## src/rtl/uart_pkg.sv

```systemverilog
// uart_pkg: register map, bit positions and FSM encoding shared by the UART transmitter
package uart_pkg;
    localparam logic [1:0] REG_CTRL   = 2'd0;
    localparam logic [1:0] REG_DIV    = 2'd1;
    localparam logic [1:0] REG_DATA   = 2'd2;
    localparam logic [1:0] REG_STATUS = 2'd3;
    localparam int CTRL_EN = 0;
    localparam int CTRL_IM = 3;
    localparam int ST_BUSY = 0;
    localparam int ST_DONE = 1;
    localparam int ST_OVR  = 2;
    typedef enum logic [1:0] {S_IDLE, S_START, S_DATA, S_STOP} state_t;
    function automatic logic [15:0] bit_period_m1(input logic [15:0] div);
        return div == 16'd0 ? 16'd0 : div - 16'd1;
    endfunction
endpackage

```

## src/rtl/uart_tx_if.sv

```systemverilog
// uart_tx_if: bridge-side register bus plus the interrupt and serial line of the transmitter
interface uart_tx_if;
    logic [31:2] Addr;
    logic        WE;
    logic [31:0] Din;
    logic [31:0] Dout;
    logic        IRQ;
    logic        TXD;
    modport master (output Addr, WE, Din, input Dout, IRQ, TXD);
    modport slave (input Addr, WE, Din, output Dout, IRQ, TXD);
endinterface

```

## src/rtl/uart_baud_tick.sv

```systemverilog
// uart_baud_tick: bit-period countdown, one-cycle tick at the end of each period
module uart_baud_tick
    import uart_pkg::*;
(
    input  logic        clk,
    input  logic        reset,
    input  logic        load,
    input  logic        active,
    input  logic [15:0] div,
    output logic        tick
);
    logic [15:0] per;
    logic [15:0] cnt;
    assign tick = active && cnt == 16'd0;
    always_ff @(posedge clk) begin
        if (!reset) begin
            per <= 16'd0;
            cnt <= 16'd0;
        end else if (load) begin
            per <= bit_period_m1(div);
            cnt <= bit_period_m1(div);
        end else if (active) begin
            cnt <= cnt == 16'd0 ? per : cnt - 16'd1;
        end
    end
endmodule

```

## src/rtl/uart_tx.sv

```systemverilog
// uart_tx: memory-mapped 8N1 transmitter with programmable divisor, status flags and interrupt
module uart_tx
    import uart_pkg::*;
#(
    parameter logic [15:0] DIV_RESET = 16'd434
) (
    input logic        clk,
    input logic        reset,
    uart_tx_if.slave   bus
);
    logic        en;
    logic        im;
    logic        done;
    logic        ovr;
    logic [15:0] div;
    state_t      state;
    logic [2:0]  bit_cnt;
    logic [7:0]  sh;
    logic        tick;
    logic [1:0]  a;
    logic        busy;
    logic        wr_data;
    logic        wr_stat;
    logic        load;
    logic [31:0] ctrl_v;
    logic [31:0] stat_v;
    logic        unused_bits;
    assign a           = bus.Addr[3:2];
    assign busy        = state != S_IDLE;
    assign wr_data     = bus.WE && a == REG_DATA;
    assign wr_stat     = bus.WE && a == REG_STATUS;
    assign load        = wr_data && en && !busy;
    assign unused_bits = ^{bus.Addr[31:4], bus.Din[31:16]};
    uart_baud_tick u_baud (
        .clk    (clk),
        .reset  (reset),
        .load   (load),
        .active (busy),
        .div    (div),
        .tick   (tick)
    );
    always_comb begin
        ctrl_v = '0;
        ctrl_v[CTRL_EN] = en;
        ctrl_v[CTRL_IM] = im;
        stat_v = '0;
        stat_v[ST_BUSY] = busy;
        stat_v[ST_DONE] = done;
        stat_v[ST_OVR]  = ovr;
        bus.Dout = a == REG_CTRL   ? ctrl_v :
                   a == REG_DIV    ? {16'd0, div} :
                   a == REG_STATUS ? stat_v : 32'd0;
    end
    always_ff @(posedge clk) begin
        if (!reset) begin
            en      <= 1'b0;
            im      <= 1'b0;
            div     <= DIV_RESET;
            done    <= 1'b0;
            ovr     <= 1'b0;
            state   <= S_IDLE;
            bit_cnt <= 3'd0;
            sh      <= 8'd0;
            bus.TXD <= 1'b1;
            bus.IRQ <= 1'b0;
        end else begin
            if (bus.WE && a == REG_CTRL) begin
                en <= bus.Din[CTRL_EN];
                im <= bus.Din[CTRL_IM];
            end
            if (bus.WE && a == REG_DIV) div <= bus.Din[15:0];
            if (wr_stat) begin
                done <= 1'b0;
                ovr  <= 1'b0;
            end
            if (wr_data && en && busy) ovr <= 1'b1;
            // clearing STATUS drops IRQ on the same edge as DONE
            bus.IRQ <= done && im && !wr_stat;
            case (state)
                S_IDLE: if (load) begin
                    sh      <= bus.Din[7:0];
                    bit_cnt <= 3'd0;
                    state   <= S_START;
                    bus.TXD <= 1'b0;
                end
                S_START: if (tick) begin
                    state   <= S_DATA;
                    bus.TXD <= sh[0];
                    sh      <= {1'b0, sh[7:1]};
                end
                S_DATA: if (tick) begin
                    if (bit_cnt == 3'd7) begin
                        state   <= S_STOP;
                        bus.TXD <= 1'b1;
                    end else begin
                        bit_cnt <= bit_cnt + 3'd1;
                        bus.TXD <= sh[0];
                        sh      <= {1'b0, sh[7:1]};
                    end
                end
                S_STOP: if (tick) begin
                    state   <= S_IDLE;
                    bit_cnt <= 3'd0;
                    done    <= 1'b1;
                end
                default: state <= S_IDLE;
            endcase
        end
    end
endmodule

```

## src/flat_wrapper.sv

```systemverilog
// flat-port wrapper written by rule: the top's interface ports become plain ports
module uart_tx_flat import uart_pkg::*;
#(
    parameter logic [15:0] DIV_RESET = 16'd434
)
  (clk, reset, bus_Addr, bus_WE, bus_Din, bus_Dout, bus_IRQ, bus_TXD);
  uart_tx_if bus_i ();
  input logic clk;
  input logic reset;
  input wire logic [$bits(bus_i.Addr)-1:0] bus_Addr;
  input wire logic [$bits(bus_i.WE)-1:0] bus_WE;
  input wire logic [$bits(bus_i.Din)-1:0] bus_Din;
  output wire logic [$bits(bus_i.Dout)-1:0] bus_Dout;
  output wire logic [$bits(bus_i.IRQ)-1:0] bus_IRQ;
  output wire logic [$bits(bus_i.TXD)-1:0] bus_TXD;
  assign bus_i.Addr = bus_Addr;
  assign bus_i.WE = bus_WE;
  assign bus_i.Din = bus_Din;
  assign bus_Dout = bus_i.Dout;
  assign bus_IRQ = bus_i.IRQ;
  assign bus_TXD = bus_i.TXD;
  uart_tx #(.DIV_RESET(DIV_RESET)) u_core (.clk(clk), .reset(reset), .bus(bus_i));
endmodule
```

## config.mk

```make
export PLATFORM = sky130hd
export DESIGN_NAME = uart_tx_flat
export DESIGN_NICKNAME = d
export VERILOG_FILES = /design/src/rtl/uart_pkg.sv /design/src/rtl/uart_tx_if.sv /design/src/rtl/uart_baud_tick.sv /design/src/rtl/uart_tx.sv /design/src/flat_wrapper.sv
export SDC_FILE = /design/constraint.sdc
export NUM_CORES = 1
export LEC_CHECK = 0
export BUFFER_PORTS_ARGS = -buffer_cell sky130_fd_sc_hd__buf_2
export CAP_MARGIN = 20
export CORE_MARGIN = 4
export CORE_UTILIZATION = 50
export CTS_CLUSTER_DIAMETER = 30
export DETAILED_ROUTE_END_ITERATION = 8
export PLACE_DENSITY = 0.76
export REMOVE_ABC_BUFFERS = 1
export SLEW_MARGIN = 20
export SYNTH_ARGS = -nofsm -noshare
export SYNTH_HDL_FRONTEND = slang
export SYNTH_SLANG_ARGS = --single-unit
export TNS_END_PERCENT = 50
```

## constraint.sdc

```tcl
create_clock -name clk -period 2.7 [get_ports clk]
set_clock_uncertainty 0.05 [all_clocks]
set_input_delay 0.405 -clock clk [delete_from_list [all_inputs] [get_ports clk]]
set_output_delay 0.405 -clock clk [all_outputs]
set_load 0.02 [all_outputs]
```

-- Word-level counts from Yosys, hierarchy flattened
Index checks and enable logic that the tools add are counted.
- word-level logic and storage cells: 86
- input port bits: 65
- output and inout port bits: 34
- bits in registers: 67
- add/subtract/negate cells: 3
- multiplexer cells: 33
- reduce and logical (&&, ||, !) cells: 25
- equal/unequal tests: 13
- operator list (kind ; count):
    2-to-1 mux 16 bit ; 4
    2-to-1 mux 32 bit ; 2
    zero test 16 bit ; 2
    2-to-1 mux 8 bit ; 4
    subtractor 16 x 1 -> 16 bit (second input constant) ; 2
    case mux 8 bit (3 select lines) ; 1
    2-to-1 mux 3 bit ; 5
    AND reduction 5 bit ; 3
    logical AND 1 bit ; 10
    2-to-1 mux 2 bit ; 5
    != test 2 x 1 -> 1 bit (second input constant) ; 5
    2-to-1 mux 1 bit ; 9
    case mux 3 bit (3 select lines) ; 1
    == test 2 bit (second input constant) ; 4
    case mux 2 bit (4 select lines) ; 1
    nonzero test 2 bit ; 3
    nonzero test 3 bit ; 2
    == test 2 x 1 -> 1 bit (second input constant) ; 2
    zero test 2 bit ; 2
    AND reduction 4 bit ; 1
    adder 3 x 1 -> 3 bit (second input constant) ; 1
    == test 3 bit (second input constant) ; 1
    case mux 1 bit (3 select lines) ; 1
    zero test 1 bit ; 2
    != test 2 bit (second input constant) ; 1

-- Longest topological paths before layout
Gate-level depths: netlist of the first run.
- depth in word-level cells: 6
- mapped depth: 9
- mapped depth without buffers: 7

-- Hierarchy
A second synthesis of the first run with hierarchy kept.
- cells, all modules: 493
- area total of the unflattened synthesis: 4065.1 µm²
- modules (own cells, without submodules) (module ; area each (µm²) ; cells an instance ; sequential area each (µm²) ; times used):
    uart_baud_tick ; 2169.6 ; 271 ; 640.6 ; 1
    uart_tx ; 1895.6 ; 222 ; 700.7 ; 1

-- Least setup slack after synthesis of the first run
No wires, ideal clock.
- path type: register to register
- start: reg u_core.state[0]
- end: reg u_core.sh[6]
- library setup time: 0.067 ns
- required time: 2.583 ns
- cell stages (with the launch flop): 10
- arrival: 2.059 ns
- path slack: 0.523 ns
- period minus slack after synthesis: 2.177 ns
- path buffers: 2
- cells stage by stage: dfxtp_1 -> inv_1 -> ha_1 -> nor4b_1 -> nand4_2 -> or3_1 -> buf_6 -> buf_8 -> a21o_1 -> a21oi_2
- cells in the longest elaborated chain, start to end: 5
- elaborated cells between the ends (all ways): 14
- classes of those cells: eq/ne (6); mux (1); reduce/logical (7)
- RTL lines (what ; line ; source):
    start, declared ; uart_tx.sv:16 ; state_t state;
    start signal, assigned ; uart_tx.sv:61 ; state <= S_IDLE;
    start signal, assigned ; uart_tx.sv:83 ; state <= S_START;
    start signal, assigned ; uart_tx.sv:87 ; state <= S_DATA;
    nonzero test 2 bit ; uart_tx.sv:29 ; assign busy = state != S_IDLE;
    zero test 1 bit ; uart_tx.sv:32 ; assign load = wr_data && en && !busy;
    logical AND 1 bit ; uart_tx.sv:32 ;
    != test 2 x 1 -> 1 bit (no line) ; -- ;
    AND reduction 5 bit (no line) ; -- ;
    end signal, assigned ; uart_tx.sv:81 ; sh <= bus.Din[7:0];
    end signal, assigned ; uart_tx.sv:89 ; sh <= {1'b0, sh[7:1]};
    end signal, assigned ; uart_tx.sv:98 ; sh <= {1'b0, sh[7:1]};
    end, declared ; uart_tx.sv:18 ; logic [7:0] sh;
Parallel ways exist; a longest one is shown, timed or not.
A chain may end at the register's enable or synchronous reset.

-- Final worst setup path of the first run
- start: reg u_core.state[0]
- end: reg u_core.sh[4]
Same word-level chain as after synthesis.

==> results of run 1 <==
-- sequential cells by signal, indices dropped and copies added, names as in the netlist --
register	flops
u_core.ovr	1
u_core.done	1
u_core.bus.IRQ	1
u_core.sh	8
u_core.im	1
u_core.u_baud.cnt	16
u_core.div	16
u_core.en	1
u_core.bit_cnt	3
u_core.bus.TXD	1
u_core.u_baud.per	16
u_core.state	2
-- synthesized netlist by cell type, types with 3 or more instances --
| cell | number | area [um2] |
|---|---|---|
| a21o_1 | 3 | 22.5 |
| nand4b_1 | 5 | 43.8 |
| inv_1 | 10 | 37.5 |
| xnor2_1 | 10 | 87.6 |
| ha_1 | 9 | 113 |
| a21oi_1 | 40 | 200 |
| mux2i_1 | 15 | 150 |
| a41oi_1 | 5 | 43.8 |
| a21o_2 | 6 | 52.6 |
| and4_1 | 3 | 26.3 |
| o21ai_0 | 17 | 85.1 |
| clkbuf_1 | 23 | 86.3 |
| o211ai_1 | 6 | 45.0 |
| buf_4 | 16 | 120 |
| xor2_1 | 4 | 35.0 |
| and4_2 | 3 | 30.0 |
| nand3_1 | 23 | 115 |
| nor3_1 | 6 | 30.0 |
| a22oi_1 | 5 | 37.5 |
| dfxtp_1 | 67 | 1340 |
| nor4_4 | 3 | 63.8 |
| nand4_1 | 6 | 37.5 |
| nor2_1 | 26 | 97.6 |
| buf_1 | 3 | 11.3 |
| nor4_1 | 7 | 43.8 |
| a31oi_1 | 15 | 93.8 |
| a22o_1 | 3 | 26.3 |
| o221ai_1 | 3 | 26.3 |
| nor3b_1 | 4 | 30.0 |
| nor2b_1 | 4 | 25.0 |
| nand2b_1 | 4 | 25.0 |
| and2_1 | 15 | 93.8 |
| buf_2 | 4 | 20.0 |
| nand2_1 | 71 | 267 |
-- worst max-delay path: stages (launching register included) --
cell	delay (ns)
dfxtp_1	0.37
inv_1	0.10
ha_1	0.23
nor4b_1	0.42
nand4_2	0.23
or3_1	0.61
a21o_2	0.28
a21oi_1	0.14
-- power breakdown --
part	switching, mW	internal (mW)	total (mW)
registers	0.213	1.16	1.38
clock network	0.391	0.377	0.767
logic	1.68	1.21	2.89
-- stage by stage --
step / std cells / cell area [um2] / hold WS, ns / worst slack, ns / util
after global placement: 608 / 4150 / 0.390 / 0.190 / 0.540
after detailed placement: 608 / 4150 / 0.389 / 0.124 / 0.540
after floorplan: 451 / 3700 / 0.371 / 0.191 / -
after CTS: 624 / 4330 / 0.207 / 0.103 / 0.563
after global routing: 624 / 4330 / 0.233 / 0.0527 / 0.563
final: 624 / 4330 / 0.219 / 0.201 / 0.563
-- final cells by class --
type	instances	area [um2]
Multi-Input combinational cell	373	2320
Clock buffer	11	151
Inverter	11	41.3
Sequential cell	67	1340
Fill cell	714	3360
Tap cell	102	128
Timing Repair Buffer	55	318
Clock inverter	5	27.5
-- metal layers --
layer  global-route usage  wire (um)  vias up
li1                     -          -     1789
met3               0.0403        549        8
met1                0.295       4480     1656
met5                    0          0        -
met2                0.339       4580       93
met4               0.0678         61        0
-- worst min-delay path by stage --
stage | slack, ns | cells past startpoint | start | to
2_1_floorplan | 0.37 | 2 | u_core.im | u_core.bus.IRQ
3_3_place_gp | 0.39 | 2 | u_core.im | u_core.bus.IRQ
6_report | 0.22 | 3 | bus_Din[8] | u_core.div[8]
4_1_cts | 0.21 | 3 | bus_Din[8] | u_core.div[8]
5_1_grt | 0.23 | 3 | bus_Din[8] | u_core.div[8]
3_5_place_dp | 0.39 | 2 | u_core.im | u_core.bus.IRQ
-- kinds of logic (layout without fill, tap and decap cells) --
family / after synthesis / after routing
adders and majority gates: 9 / 9
xor gates and xnor gates: 14 / 14
buffers and inverters: 60 / 82
other: 1 / 16
muxes: 16 / 16
and+or+nand+nor: 194 / 194
AOI/OAI and AO/OA: 124 / 124
DFF: 67 / 67
==> impl_metrics.py, run 1 <==
metrics = {
    "status": {
        "status": "finished clean",
    },
    "synthesis": {
        "synth.area.mux_share": 0.0412,
        "synth-seq-area-share": 0.342,
        "syn_area_um2": 3920,
        "synth_simple_gate_area_frac": 0.269,
        "ys_types": 66,
        "yosys.area_share.adder": 0.0287,
        "synth_compound_area_frac": 0.206,
        "ys_async_sr_fraction": 0,
        "synth_cells": 485,
        "ys_ff_latch": 67,
        "ys_warn_count": 0,
        "yosys.area_share.xor_xnor": 0.0313,
        "ys.flop_type": "dfxtp_1",
        "syn_avg_cell_area_um2": 8.09,
        "synth_top_family_by_area": "simple AND/OR/NAND/NOR gates",
        "synth-edff-count": 0,
    },
    "min_path": {
        "holdCritPathClass": "input port to flop",
    },
    "place": {
        "hpwl_um": 6780,
        "io_buffers": 38,
        "gp_congestion": 0.846,
    },
    "power": {
        "power.density_nw_per_um2": 1160,
        "ir_drop_uv": 596,
        "finalPower_mw": 5.03,
        "leakagePower_nw": 1.69,
    },
    "timing": {
        "slew_headroom": 0.571,
        "fmaxAchievable_mhz": 400,
        "tightestPinTransition_ns": 0.637,
        "finalCritPeriodShare": 0.926,
        "rsz0062_at_grt": "no",
        "finalSetupTns_ns": 0,
        "final_hold_viol_count": 0,
        "slew_violations": 0,
        "setup_viol": 0,
        "fin_crit_ns": 2.50,
    },
    "floorplanning": {
        "core_um2": 7690,
        "die_w_um": 96.6,
        "row_count": 32,
        "io_pins": 99,
        "dieArea_um2": 9320,
        "die_h_um": 96.6,
        "initial_core_util": 0.510,
    },
    "cts": {
        "cts_resized": 0,
        "numCtsBuffers": 9,
        "clkSlewWorstSetupHoldPaths_ns": 0.08,
        "cts_buffer_depth": 2,
        "cts_setup_buffers": 0,
        "cts_tree": "built",
        "cts_sinks": 67,
        "cts_max_level": 3,
        "cts-root-buf": "clkbuf_8",
        "postCtsHoldBufs": 0,
        "clock_latency_ns": 0.35,
    },
    "global_route": {
        "grt-ovfl-total": 0,
        "grt_pass1_wl_um": 15700,
        "grt_pass1_vias": 3260,
        "grt_usage": 0.214,
        "grt_max_degree": 30,
        "grt_antenna_before_repair": 0,
    },
    "routing": {
        "drc": 0,
        "wl_per_cell_um": 15.5,
        "wl_um": 9670,
        "drt_iter0_drc": 315,
        "vias": 3546,
        "firstDrtPassIters": 4,
        "final_antenna_net_count": 0,
        "via_per_inst": 5.68,
    },
    "final_layout": {
        "nNetsFinal": 591,
        "final_common_cell": "nand2_1",
        "drive_above_1_share": 0.180,
        "syn2layout_area_growth_pct": 10.4,
        "mostFrequentLayoutCells": "nand2_1 (71), dfxtp_1 (67), a21oi_1 (39), buf_2 (38), nor2_1 (26)",
        "antenna_cells": 0,
    },
    "worst_setup_path": {
        "cp-startpoint": "u_core.state[0]",
        "crit_end": "u_core.sh[4]",
        "endpoint_kind": "flop",
        "required_ns": 2.93,
        "reg2reg_slack_ns": 0.20,
        "worstReg2RegEnd": "u_core.sh[4]",
        "rr_startpoint": "u_core.state[0]",
        "path_max_fanout": 16,
        "cp.arrival_ns": 2.73,
        "worstSetupPathType": "flop to flop",
        "setup.worst_path.start_class": "flop",
        "r2r_cells": 7,
    },
    "job": {
        "cap_viol_max_count": 0,
    },
}
Power figures use the tool's default switching activity.
==> run 2: changes to the inputs <==
--- a/config.mk
+++ b/config.mk
@@ -5,7 +5,7 @@
 export SDC_FILE = /design/constraint.sdc
 export NUM_CORES = 1
 export LEC_CHECK = 0
-export BUFFER_PORTS_ARGS = -buffer_cell sky130_fd_sc_hd__buf_2
+export BUFFER_PORTS_ARGS = -buffer_cell sky130_fd_sc_hd__buf_4
 export CAP_MARGIN = 20
 export CORE_MARGIN = 4
 export CORE_UTILIZATION = 50
==> run 2 against run 1 <==
Global-route usage increased by 0.29 points. Core utilization increased by 1.1 points. Clock power increased by 9.4%. Sequential share of layout area decreased by 0.61 points. Routed wire length decreased by 0.28%. Clock-buffer cell count increased by 2. Highest routed layer unchanged. Cell count decreased by 0.64%. Flip-flop and latch count unchanged. Fmax decreased by 1.6%. Largest power group unchanged. Register-to-register slack got worse by 0.04 ns. Sequential power about the same.
==> impl_metrics.py, run 2 (synthesis gave the netlist of run 1 again) <==
metrics = {
    "power": {
        "power.density_nw_per_um2": 1160,
        "leakagePower_nw": 1.70,
        "p_switching_mw": 2.28,
        "p_clk_frac": 0.163,
        "ir_drop_uv": 631,
        "p_sw_frac": 0.443,
        "combPwrFrac": 0.570,
        "finalPower_mw": 5.15,
        "pwr-share-seq": 0.267,
        "internal-power_mw": 2.87,
    },
    "routing": {
        "wl_per_cell_um": 15.5,
        "vias": 3593,
        "wl_um": 9640,
        "drc": 0,
        "drt_iter0_drc": 245,
        "via_per_inst": 5.80,
        "firstDrtPassIters": 6,
        "final_antenna_net_count": 0,
    },
    "global_route": {
        "grt_antenna_before_repair": 0,
        "grt_max_degree": 30,
        "grt-busiest-layer": "met2",
        "grt.met3_usage": 0.0573,
        "gr-usage-met1": 0.288,
        "grt_pass1_vias": 3391,
        "grt_pass1_wl_um": 15900,
        "grt_use_met2": 0.336,
        "grt_usage": 0.217,
        "grt-ovfl-total": 0,
    },
    "timing": {
        "slew_headroom": 0.576,
        "setup_viol": 0,
        "rsz0062_at_grt": "no",
        "finalSetupTns_ns": 0,
        "final_hold_viol_count": 0,
        "tightestPinTransition_ns": 0.630,
        "fin_crit_ns": 2.54,
        "finalCritPeriodShare": 0.940,
        "fmaxAchievable_mhz": 394,
        "slew_violations": 0,
    },
    "floorplanning": {
        "core_um2": 7690,
        "initial_core_util": 0.510,
        "dieArea_um2": 9320,
        "io_pins": 99,
        "die_h_um": 96.6,
        "row_count": 32,
        "die_w_um": 96.6,
    },
    "cts": {
        "cts_setup_buffers": 0,
        "clkSlewWorstSetupHoldPaths_ns": 0.07,
        "numCtsBuffers": 9,
        "cts_buffer_depth": 2,
        "postCtsHoldBufs": 0,
        "cts_sinks": 67,
        "cts_max_level": 3,
        "cts_tree": "built",
        "cts-root-buf": "clkbuf_8",
        "clock_latency_ns": 0.35,
        "cts_resized": 0,
    },
    "final_layout": {
        "antenna_cells": 0,
        "nNetsFinal": 588,
        "final_common_cell": "nand2_1",
        "syn2layout_area_growth_pct": 12.7,
        "reg_top3": "u_core.div (16), u_core.u_baud.cnt (16), u_core.u_baud.per (16)",
        "drive_above_1_share": 0.170,
        "mostFrequentLayoutCells": "nand2_1 (71), dfxtp_1 (67), buf_4 (52), a21oi_1 (39), nor2_1 (26)",
    },
    "job": {
        "cap_viol_max_count": 0,
    },
    "place": {
        "gp_congestion": 0.831,
        "hpwl_um": 6820,
        "io_buffers": 38,
    },
    "worst_setup_path": {
        "r2r_cells": 7,
        "cp_slowest_cell": "or3_1",
        "worst-path-stages": 7,
        "required_ns": 2.93,
        "endpoint_kind": "flop",
        "cp_slowest_stage_delay_ns": 0.61,
        "cp_num_buf_inv": 1,
        "cp.arrival_ns": 2.76,
        "worstSetupPathType": "flop to flop",
        "setup.worst_path.start_class": "flop",
        "cp_cell_sequence": "inv_1 -> ha_1 -> nor4b_1 -> nand4_2 -> or3_1 -> a21o_2 -> a21oi_1",
        "path_max_fanout": 16,
        "critPathTopFamily": "simple AND/OR/NAND/NOR gates",
    },
    "min_path": {
        "holdCritPathClass": "input port to flop",
        "hold_depth": 3,
    },
    "status": {
        "status": "finished clean",
    },
}
[run 2: final timing paths]
kind	startpoint	end	slack, ns
max	u_core.state[0]	u_core.sh[4]	0.16
min	bus_Din[8]	u_core.div[8]	0.22
max reg2reg	u_core.state[0]	u_core.sh[4]	0.16
min reg2reg	u_core.u_baud.per[7]	u_core.u_baud.per[7]	0.40
[run 2: through the flow]
stage	hold WS, ns	setup slack, ns	instance area, um2	std cells	util
2_1_floorplan	0.371	0.191	3700	451	-
3_3_place_gp	0.389	0.115	4220	605	0.549
3_5_place_dp	0.393	0.0930	4220	605	0.549
4_1_cts	0.207	0.0737	4410	620	0.574
5_1_grt	0.231	0.0349	4420	620	0.575
6_report	0.221	0.161	4420	620	0.575
[run 2: layout make-up]
| class | instances | area [um2] |
|---|---|---|
| Fill cell | 725 | 3270 |
| Timing Repair Buffer | 52 | 390 |
| Inverter | 11 | 41.3 |
| Tap cell | 102 | 128 |
| Clock buffer | 13 | 159 |
| Multi-Input combinational cell | 373 | 2320 |
| Sequential cell | 67 | 1340 |
| Clock inverter | 2 | 35.0 |
[run 2: metal layers]
layer	routed length, um	vias up	part of all wire
met1	4360	1666	0.45
met3	676	18	0.070
li1	-	1780	-
met5	0	-	0
met2	4450	129	0.46
met4	157	0	0.016
[run 2: tightest hold or removal path, stage by stage]
cell	delay [ns]
buf_4	0.08
nand2_1	0.04
nand3_1	0.06
[run 2: power by group through the flow]
stage                     Sequential, mW  Combinational (mW)  Clock (mW)
after CTS                           1.37                2.89       0.857
after global placement              1.38                2.79           0
final                               1.37                2.93       0.839
after detailed placement            1.39                2.86           0
after floorplan                     1.36                2.10           0
after global routing                1.40                3.20       0.907
==> run 3: changes to the inputs <==
--- a/config.mk
+++ b/config.mk
@@ -8,10 +8,11 @@
 export BUFFER_PORTS_ARGS = -buffer_cell sky130_fd_sc_hd__buf_4
 export CAP_MARGIN = 20
 export CORE_MARGIN = 4
-export CORE_UTILIZATION = 50
+export CORE_UTILIZATION = 45
 export CTS_CLUSTER_DIAMETER = 30
 export DETAILED_ROUTE_END_ITERATION = 8
-export PLACE_DENSITY = 0.76
+export MAX_ROUTING_LAYER = met4
+export PLACE_DENSITY = 0.69
 export REMOVE_ABC_BUFFERS = 1
 export SLEW_MARGIN = 20
 export SYNTH_ARGS = -nofsm -noshare
==> run 3 against run 2 <==
Sequential power is essentially flat. Worst setup slack gained 0.075 ns. Non-clock buffer count grew 5. Register-to-register slack gained 0.08 ns. Cell count grew 1.5%.
==> impl_metrics.py, run 3 (synthesis gave the netlist of run 1 again) <==
metrics = {
    "final_layout": {
        "post-route-util": 0.537,
        "fillers": 804,
        "syn2layout_area_growth_pct": 14.3,
        "final_cell_count_no_fill": 629,
        "antenna_cells": 0,
        "nNetsFinal": 593,
        "reg_top3": "u_core.div (16), u_core.u_baud.cnt (16), u_core.u_baud.per (16)",
        "mostFrequentLayoutCells": "nand2_1 (71), dfxtp_1 (67), buf_4 (57), a21oi_1 (39), nor2_1 (26)",
        "final_common_cell": "nand2_1",
        "seq_area_um2": 1340,
        "drive_above_1_share": 0.183,
        "multi_input_area_um2": 2320,
    },
    "floorplanning": {
        "dieArea_um2": 10300,
        "initial_core_util": 0.470,
        "row_count": 33,
        "core_um2": 8340,
        "die_h_um": 101,
        "io_pins": 99,
        "die_w_um": 101,
    },
    "timing": {
        "fmaxAchievable_mhz": 406,
        "fin_crit_ns": 2.46,
        "tightestPinTransition_ns": 0.706,
        "final_hold_viol_count": 0,
        "finalCritPeriodShare": 0.912,
        "slew_violations": 0,
        "holdWs_ns": 0.223,
        "setup_viol": 0,
        "finalSetupTns_ns": 0,
        "slew_headroom": 0.525,
        "rsz0062_at_grt": "no",
    },
    "global_route": {
        "grt_pass1_wl_um": 16600,
        "grt_pass1_vias": 3412,
        "grt_max_degree": 30,
        "grt_usage": 0.205,
        "grt-ovfl-total": 0,
        "grt_antenna_before_repair": 0,
    },
    "place": {
        "io_buffers": 38,
        "dpl.cell_count": 613,
        "hpwl_um": 7270,
        "gp_congestion": 0.963,
    },
    "routing": {
        "wl_per_cell_um": 15.9,
        "firstDrtPassIters": 4,
        "drt_iter0_drc": 253,
        "wl_um": 9990,
        "final_antenna_net_count": 0,
        "vias": 3604,
        "via_per_inst": 5.73,
        "drc": 0,
    },
    "cts": {
        "cts_max_level": 3,
        "numCtsBuffers": 9,
        "postCtsHoldBufs": 0,
        "cts_buffer_depth": 2,
        "cts_sinks": 67,
        "clock_latency_ns": 0.34,
        "cts_tree": "built",
        "clkSlewWorstSetupHoldPaths_ns": 0.08,
        "cts-root-buf": "clkbuf_8",
    },
    "power": {
        "power.density_nw_per_um2": 1170,
        "finalPower_mw": 5.26,
        "ir_drop_uv": 477,
        "leakagePower_nw": 1.73,
    },
    "status": {
        "status": "finished clean",
    },
    "worst_setup_path": {
        "cp_cell_sequence": "inv_1 -> ha_1 -> nor4b_1 -> nand4_2 -> or3_1 -> a21o_2 -> a21oi_1",
        "cp.arrival_ns": 2.69,
        "worstSetupPathType": "flop to flop",
        "path_max_fanout": 16,
        "setup.worst_path.start_class": "flop",
        "critPathTopFamily": "simple AND/OR/NAND/NOR gates",
        "required_ns": 2.92,
        "cp_num_buf_inv": 1,
        "cp_slowest_cell": "or3_1",
        "endpoint_kind": "flop",
        "cp_slowest_stage_delay_ns": 0.61,
    },
    "min_path": {
        "holdCritPathClass": "input port to flop",
    },
    "job": {
        "cap_viol_max_count": 0,
    },
}
==> run 3: cell types whose count changed in the layout (fill, tap and decap cells not counted), moves of 2 or more <==
| cell | previous run | this run |
|---|---|---|
| clkinv_2 | 1 | 3 |
| clkbuf_1 | 2 | 0 |
| buf_4 | 52 | 57 |
| clkbuf_8 | 11 | 9 |
==> run 3: tightest hold or removal path, delay by kind of cell <==
family,cells,cell delay [ns]
and+or+nand+nor,2,0.10
buffers and inverters,1,0.08
==> run 3: path summary, 6_finish.rpt <==
kind	slack, ns	end	startpoint	cells past startpoint
worst min-delay path	0.22	u_core.div[8]	bus_Din[8]	3
worst min register to register	0.40	u_core.u_baud.per[7]	u_core.u_baud.per[7]	2
worst max register to register	0.24	u_core.sh[5]	u_core.state[0]	7
worst max-delay path	0.24	u_core.sh[5]	u_core.state[0]	7
==> run 3: cell type report <==
cell class | instances | area share
inverters | 11 | 0.00922
clock inverters | 7 | 0.0204
repair buffers | 57 | 0.0955
multi-input cells | 373 | 0.519
well taps | 105 | 0.0293
clock buffers | 9 | 0.0276
flip-flops and latches | 67 | 0.299
==> run 3: power by group <==
group,total (mW),switching [mW],internal [mW]
logic,2.97,1.70,1.27
clock network,0.917,0.399,0.518
registers,1.37,0.211,1.16
==> run 3: timing repair <==
action / CTS / global route
buffers inserted: 0 / 0
endpoints found under the setup margin: 0 / 8
resized for setup: 0 / 1
==> run 3: metrics by stage <==
stage	area [um2]	setup WS, ns
4_1_cts	4480	0.154
5_1_grt	4480	0.0717
6_report	4480	0.236
3_5_place_dp	4260	0.227
3_3_place_gp	4260	0.282
2_1_floorplan	3700	0.191
==> run 3: metal layers <==
metal  vias up  global-route usage  routed length (um)
met5         -                   -                   0
met4         0              0.0767                 235
met3        22              0.0269                 463
met2       105               0.338                4830
met1      1694               0.257                4460
li1       1783                   -                   -
